## src/rtl/text_pkg.sv

```systemverilog
// Shared constants for the text tile renderer: tile geometry, glyph codes
// and the per-row bitmaps of the two letter glyphs.
package text_pkg;

    localparam int TILE_W      = 8;
    localparam int TILE_H      = 16;
    localparam int TILE_W_LOG2 = $clog2(TILE_W);
    localparam int TILE_H_LOG2 = $clog2(TILE_H);

    localparam int CODE_BLANK = 0;
    localparam int CODE_D     = 1;
    localparam int CODE_J     = 2;
    localparam int CODE_SOLID = 3;

    typedef logic [7:0] row_byte_t;

    // Index 0 is the top row of the glyph; bit 7 is the leftmost pixel.
    localparam logic [0:15][7:0] ROWS_D = {
        8'h00, 8'hF8, 8'h6C, 8'h66, 8'h66, 8'h66, 8'h66, 8'h66,
        8'h66, 8'h66, 8'h66, 8'h66, 8'h66, 8'h6C, 8'hF8, 8'h00
    };

    localparam logic [0:15][7:0] ROWS_J = {
        8'h00, 8'h1E, 8'h0C, 8'h0C, 8'h0C, 8'h0C, 8'h0C, 8'h0C,
        8'h0C, 8'h0C, 8'h0C, 8'hCC, 8'hCC, 8'hCC, 8'h78, 8'h00
    };

endpackage

```

## src/rtl/font_rom.sv

```systemverilog
// Combinational glyph lookup: (code, row) -> 8-pixel row byte, MSB = leftmost.
module font_rom
    import text_pkg::*;
#(
    parameter int CODE_W = 2
) (
    input  logic [CODE_W-1:0] code,
    input  logic [3:0]        row,
    output row_byte_t         row_byte
);

    always_comb begin
        row_byte = '0;
        case (32'(code))
            CODE_D:     row_byte = ROWS_D[row];
            CODE_J:     row_byte = ROWS_J[row];
            CODE_SOLID: row_byte = 8'hFF;
            default:    row_byte = '0;
        endcase
    end

endmodule

```

## src/rtl/text_tile_renderer.sv

```systemverilog
// Renders a short string of tile glyphs at a programmable tile origin as a
// 2-stage pixel pipeline, with optional frame-based blinking.
module text_tile_renderer
    import text_pkg::*;
#(
    parameter  int N_CHARS    = 4,
    parameter  int CODE_W     = 2,
    parameter  int BLINK_LOG2 = 5,
    localparam int IDX_W      = (N_CHARS > 1) ? $clog2(N_CHARS) : 1
) (
    input  logic              reloj,
    input  logic              resetM,
    input  logic [9:0]        Qh,
    input  logic [9:0]        Qv,
    input  logic              px_valid,
    input  logic [6:0]        org_h,
    input  logic [5:0]        org_v,
    input  logic              wr_en,
    input  logic [IDX_W-1:0]  wr_idx,
    input  logic [CODE_W-1:0] wr_code,
    input  logic              blink_en,
    output logic              wire_BIT_FUENTE,
    output logic              px_valid_o
);

    logic [CODE_W-1:0]     slots [N_CHARS];
    logic [6:0]            m_h;
    logic [5:0]            m_v;
    logic [7:0]            rel_h;
    logic                  hit;
    logic [CODE_W-1:0]     code_rd;
    logic                  at_origin;
    logic                  origin_d;
    logic                  frame_tick;
    logic [BLINK_LOG2-1:0] frame_cnt;
    logic                  visible;

    logic                  s1_hit;
    logic                  s1_valid;
    logic [CODE_W-1:0]     s1_code;
    logic [3:0]            s1_row;
    logic [2:0]            s1_col;
    row_byte_t             s1_row_byte;

    assign m_h   = Qh[9:TILE_W_LOG2];
    assign m_v   = Qv[9:TILE_H_LOG2];
    // 8-bit difference: columns left of the origin come out >= 128 and miss.
    assign rel_h = {1'b0, m_h} - {1'b0, org_h};
    assign hit   = (m_v == org_v) && (m_h >= org_h) && (rel_h < 8'(N_CHARS));

    always_comb begin
        code_rd = '0;
        for (int i = 0; i < N_CHARS; i++) begin
            if (rel_h == 8'(i)) code_rd = slots[i];
        end
    end

    assign at_origin  = (Qh == '0) && (Qv == '0);
    assign frame_tick = at_origin && !origin_d;
    assign visible    = !blink_en || !frame_cnt[BLINK_LOG2-1];

    // NOTE: the slot table is a small register file, not a RAM, so it is safe
    // and required to clear every entry on reset.
    always_ff @(posedge reloj or posedge resetM) begin
        if (resetM) begin
            for (int i = 0; i < N_CHARS; i++) slots[i] <= '0;
        end else if (wr_en && (32'(wr_idx) < N_CHARS)) begin
            slots[wr_idx] <= wr_code;
        end
    end

    always_ff @(posedge reloj or posedge resetM) begin
        if (resetM) begin
            origin_d  <= 1'b0;
            frame_cnt <= '0;
        end else begin
            origin_d <= at_origin;
            if (frame_tick) frame_cnt <= frame_cnt + 1'b1;
        end
    end

    // NOTE: non-blocking assignments make stage 1 see the pre-write slot value
    // when a write and a lookup hit the same slot on one edge.
    always_ff @(posedge reloj or posedge resetM) begin
        if (resetM) begin
            s1_hit   <= 1'b0;
            s1_valid <= 1'b0;
            s1_code  <= '0;
            s1_row   <= '0;
            s1_col   <= '0;
        end else begin
            s1_hit   <= px_valid && hit && visible;
            s1_valid <= px_valid;
            s1_code  <= code_rd;
            s1_row   <= Qv[TILE_H_LOG2-1:0];
            s1_col   <= Qh[TILE_W_LOG2-1:0];
        end
    end

    font_rom #(.CODE_W(CODE_W)) u_font_rom (
        .code     (s1_code),
        .row      (s1_row),
        .row_byte (s1_row_byte)
    );

    always_ff @(posedge reloj or posedge resetM) begin
        if (resetM) begin
            wire_BIT_FUENTE <= 1'b0;
            px_valid_o      <= 1'b0;
        end else begin
            wire_BIT_FUENTE <= s1_hit && s1_row_byte[3'd7 - s1_col];
            px_valid_o      <= s1_valid;
        end
    end

endmodule

```

## config.mk

```make
export PLATFORM = sky130hd
export DESIGN_NAME = text_tile_renderer
export DESIGN_NICKNAME = d
export VERILOG_FILES = /design/src/rtl/text_pkg.sv /design/src/rtl/font_rom.sv /design/src/rtl/text_tile_renderer.sv
export SDC_FILE = /design/constraint.sdc
export NUM_CORES = 1
export LEC_CHECK = 0
export ABC_CLOCK_PERIOD_IN_PS = 3800
export CAP_MARGIN = 20
export CORE_ASPECT_RATIO = 1.75
export CORE_MARGIN = 2
export CORE_UTILIZATION = 52
export DETAILED_ROUTE_END_ITERATION = 16
export PLACE_DENSITY = 0.84
export SLEW_MARGIN = 15
export SYNTH_ARGS = -nofsm -noshare
export SYNTH_HDL_FRONTEND = slang
export SYNTH_SLANG_ARGS = --single-unit
```

## constraint.sdc

```tcl
create_clock -name reloj -period 3.8 [get_ports reloj]
set_clock_uncertainty 0.15 [all_clocks]
set_input_delay 0.38 -clock reloj [delete_from_list [all_inputs] [get_ports reloj]]
set_output_delay 0.38 -clock reloj [all_outputs]
set_load 0.01 [all_outputs]
```

---- Word level (Yosys, flattened, before mapping) ----
Memory sizes are Yosys's and may differ from the RTL's.
Cells that the tools add are included.
cells by class
  multiplexer cells ....................... 14
  add/subtract/negate cells ............... 3
  bitwise gates (word level) .............. 2
  reductions and logical operators ........ 15
  $lt $le $gt $ge ......................... 6
  equality and inequality tests ........... 7
operators by type and width
  operator             number
  $mux 8               4
  $pmux 8 s3           1
  $logic_not 10->1     2
  $eq 8x2->1 const B   2
  $mux 2               5
  $bwmux 8             1
  $eq 8x1->1 const B   1
  $logic_and 1x1->1    8
  $logic_not 8->1      1
  $lt 8x3->1 const B   1
  $sub 7x7->8          1
  $ge 7x7->1           1
  $eq 6x6->1           1
  $add 5x1->5 const B  1
  $ge 5x5->1 const B   1
  $not 4->5            1
  $demux 2 s2          1
  $eq 2x2->1 const B   2
  $lt 3x4->1 const B   1
  $bmux 1 s3           1
  $ge 3x3->1 const B   1
  $logic_not 1->1      3
  $lt 3x1->1 const B   1
  $not 2->3            1
  other kinds (4)      4
storage, ports and cells
  register bits after elaboration ......... 27
  memories kept ........................... 2
  input bits .............................. 42
  ROM bits ................................ 256
  word-level logic and storage cells ...... 62
  output and inout port bits .............. 2
memories
  name              words  bits a word  read ports  clocked after Yosys merged registers in  write ports  RTL line        source
  (name not given)  16     8            1           0                                        0            font_rom.sv:16  CODE_J: row_byte = ROWS_J[row];
  (name not given)  16     8            1           0                                        0            font_rom.sv:15  CODE_D: row_byte = ROWS_D[row];

---- Longest topological paths before layout ----
  word-level depth ........................ 8
  gate-level depth with buffers ........... 8
  gate-level depth less buffers ........... 8

---- Cells and area by module ----
From an unflattened synthesis, not the netlist that was laid out.
unflattened totals
  cell total of the unflattened synthesis .. 175
  area total of the unflattened synthesis .. 1811.7 um^2
modules (own cells, without submodules)
  module              instances  seq. area each (um^2)  area an instance (um^2)  cells each
  text_tile_renderer  1          675.6                  1507.7                   131
  font_rom            1          0.0                    304.0                    44

---- Worst setup path after synthesis ----
OpenSTA, ideal clock, no wires.
  kind .................................... input to register
  from .................................... in Qh[3]
  to ...................................... reg s1_code[0]
  arrival ................................. 1.866 ns
  buffers on the path ..................... 0
  library setup time ...................... 0.088 ns
  path slack .............................. 1.696 ns
  stages .................................. 8
  cell sequence ........................... inv_1 ha_1 fa_1 nor2b_1 o21ai_2 mux2i_1 a2111o_1 nor3b_1
on the way
  cells in the longest elaborated chain, start to end .. 6
RTL lines
  element               RTL line                  source
  start, declared       text_tile_renderer.sv:13  input logic [9:0] Qh,
  $sub 7x7->8 (*)       text_tile_renderer.sv:48  assign rel_h = {1'b0, m_h} - {1'b0, org_h};
  $logic_not 8->1       text_tile_renderer.sv:54  if (rel_h == 8'(i)) code_rd = slots[i];
  $mux 2 (3 in series)  text_tile_renderer.sv:54
  $mux 2 (*)            text_tile_renderer.sv:54
  via code_rd[0]        text_tile_renderer.sv:31  logic [CODE_W-1:0] code_rd;
  end signal, assigned  text_tile_renderer.sv:94  s1_code <= code_rd;
  end, declared         text_tile_renderer.sv:40  logic [CODE_W-1:0] s1_code;
Mark *: on every way through the listed nets, which the timed path passes. The rest lies on a longest branch.
A chain may end at the register's enable or synchronous reset.

---- Worst setup path in the final report ----
Ends and elaborated chain as after synthesis.

==> results.py <==
metrics = {
    "routing": {
        "antenna_left": 0,
        "routed_wl_um": 3974,
        "first_iter_violations": 40,
        "num_vias": 1420,
        "drc": 0,
        "via_per_inst": 5.703,
        "routedWlPerCell_um": 15.96,
        "drtPass1Iterations": 4,
    },
    "synth": {
        "synth_fp_nets": 216,
        "yosys_warnings": 0,
        "ys_seq_elements": 27,
        "synthTopCellsByArea": "dfrtp_1 40%, ha_1 10%, mux2_2 6.0%",
        "synth_top_family_by_area": "simple AND/OR/NAND/NOR gates",
        "ys_seq_area_frac": 0.3976,
        "synth-adder-area-share": 0.1149,
        "synth-edff-count": 0,
        "synth_top_area_frac": 0.3976,
        "yosys.area_share.simple": 0.1951,
        "synthFlopType": "dfrtp_1",
        "syn_area_sq_um": 1699,
        "synthMuxAreaShare": 0.09205,
        "synth-xor-area-share": 0.05155,
        "avgSynthCellArea_sq_um": 10.69,
        "synth_compound_area_frac": 0.1171,
        "async_flop_share": 1.000,
        "syn_inst": 159,
        "ys_types": 44,
        "yosysTopAreaCell": "dfrtp_1",
    },
    "grt": {
        "grt_max_degree": 28,
        "grt_overflow": 0,
        "grt_pass1_wl_um": 6389,
        "track_usage": 0.2326,
        "grt_pass1_vias": 1528,
        "antenna_found_initial": 0,
    },
    "die": {
        "rows": 27,
        "initial_core_util": 0.5408,
        "dieArea_sq_um": 3759,
        "die_y_um": 79.62,
        "core_region_area_sq_um": 3142,
        "io_pins": 44,
        "die_x_um": 47.21,
    },
    "pwr": {
        "p_per_area_nw_per_um2": 286.3,
        "power_mw": 0.6449,
        "peakVddDrop_mv": 0.2932,
        "leakagePower_nw": 0.9653,
    },
    "clocking": {
        "clockBufferDepth": 2,
        "ctsHtreeMaxLevel": 1,
        "post_cts_buffers": 0,
        "clk_latency_ns": 0.27,
        "cts.clk_slew.worst_paths_ns": 0.09,
        "hold_buffers": 0,
        "ctsRootBufferMaster": "clkbuf_8",
        "clock-sinks": 27,
        "cts_made_buffers": 3,
        "cts_tree": "built",
        "postCtsResizedCells": 0,
    },
    "timing": {
        "finalHoldViolCount": 0,
        "rsz0062_at_grt": "no",
        "setup_tns_ns": 0,
        "tightestPinTransition_ns": 0.4118,
        "setup_violations": 0,
        "timing.fmax_mhz": 404.3,
        "fin_hold_ws_ns": 0.2297,
        "relSlewSlack": 0.7229,
        "fin_crit_sh": 0.6509,
        "slew_viol_final": 0,
        "post-route-min-period_ns": 2.473,
    },
    "place": {
        "globalplace.congestion": 0.8213,
        "numPortBuffers": 43,
        "hpwlAfterDp_um": 3317,
    },
    "layout": {
        "area_growth_pct": 32.55,
        "antenna-diode-count": 0,
        "sequential_cell_area_sq_um": 675.6,
        "n_fill_cell": 237,
        "nets": 264,
        "multi_input_comb_area_sq_um": 969.7,
        "drive_gt1_frac": 0.1019,
    },
    "setup_path": {
        "cp.required_ns": 3.83,
        "critPathKind": "primary input to flip-flop",
        "cp.arrival_ns": 2.51,
        "timing.rr.start": "s1_row[1]$_DFF_PP0_",
        "worstPathMaxFanout": 3,
        "end_kind": "flip-flop",
        "startpoint_type": "primary input",
        "critPathLaunch": "Qh[3]",
    },
    "worst_hold_path": {
        "min_path_type": "primary input to asynchronous set/reset pin",
    },
    "run": {
        "cap_violations": 0,
    },
    "status": {
        "run_status": "completed",
    },
}
## path summary, 6_finish.rpt
kind | slack (ns) | end | cells after the start
max in group asynchronous | 2.85 | frame_cnt[3]$_DFFE_PP0P_ | 3
worst min register to register | 0.23 | px_valid_o$_DFF_PP0_ | 0
worst max-delay path | 1.33 | s1_code[0]$_DFF_PP0_ | 9
min in group reloj | 0.23 | px_valid_o$_DFF_PP0_ | 0
worst max register to register | 1.65 | wire_BIT_FUENTE$_DFF_PP0_ | 6
worst min-delay path | 0.23 | frame_cnt[1]$_DFFE_PP0P_ | 2
## report_power, final
group	switching, mW	leakage, nW	internal (mW)
Clock	0.0869	0.0255	0.0733
Combinational	0.0640	0.601	0.0963
Sequential	0.0159	0.339	0.308
## registers in the layout, summed over array words and instances, names as in the netlist
signal	count
frame_cnt	5
s1_hit	1
wire_BIT_FUENTE	1
s1_col	3
s1_valid	1
slots	8
px_valid_o	1
s1_row	4
origin_d	1
s1_code	2
## area by class of cell
type	count	area share
Timing Repair Buffer	44	0.2033
Sequential cell	27	0.3000
Clock inverter	1	0.002222
Tap cell	43	0.02389
Inverter	13	0.02167
Clock buffer	3	0.01833
Multi-Input combinational cell	118	0.4306
## layout by cell type, fill, tap and decap left out, types with 6 or more instances in the layout
cell,synthesis,routed
clkdlybuf4s50_1,0,43
dfrtp_1,27,27
ha_1,14,14
inv_1,13,13
mux2_2,9,9
a21oi_1,8,8
nand2_1,8,8
nor4_1,6,6
nor3b_1,6,6
## Yosys cell counts, types with 2 or more instances
cell type  number
a21oi_1         8
nor2b_1         5
xnor2_1         5
nor3_1          2
mux2_2          9
mux4_2          2
nor4_1          6
nor2_1          5
o21ai_0         4
dfrtp_1        27
xor2_1          5
nand4_1         5
nand2_1         8
o211ai_1        4
nand3_1         3
inv_1          13
nand3b_1        3
nor3b_1         6
ha_1           14
## routing by layer
layer  global-route usage  vias up  wire length, um
met1               0.2299      691             1431
met5                    0        -                0
met3              0.02262        2              159
met4              0.05833        0               28
li1                     -      679                -
met2               0.4658       48             2353
## metrics by stage
stage	area, sq um	util	worst slack, ns	std cells
3_3_place_gp	2178	0.6933	1.124	244
6_report	2252	0.7168	1.327	249
3_5_place_dp	2178	0.6933	1.061	244
2_1_floorplan	1699	-	1.696	159
4_1_cts	2225	0.7081	1.331	248
5_1_grt	2252	0.7168	1.219	249
## cells by family (layout without fill, tap and decap cells)
group / after synthesis / after routing
xor gates and xnor gates: 10 / 10
muxes: 12 / 12
adders and majority gates: 15 / 15
DFF: 27 / 27
and+or+nand+nor: 52 / 52
AOI/OAI and AO/OA: 29 / 29
buffers and inverters: 14 / 61
## worst max-delay path, cell delays in order
cell and delay [ns]:
clkdlybuf4s50_1 0.48, inv_1 0.05, ha_1 0.21, fa_1 0.38, nor2b_1 0.19, o21ai_2 0.08, mux2i_1 0.12, a2111o_1 0.39
nor3b_1 0.22
Note: power is estimated with default switching activity, not from simulation.
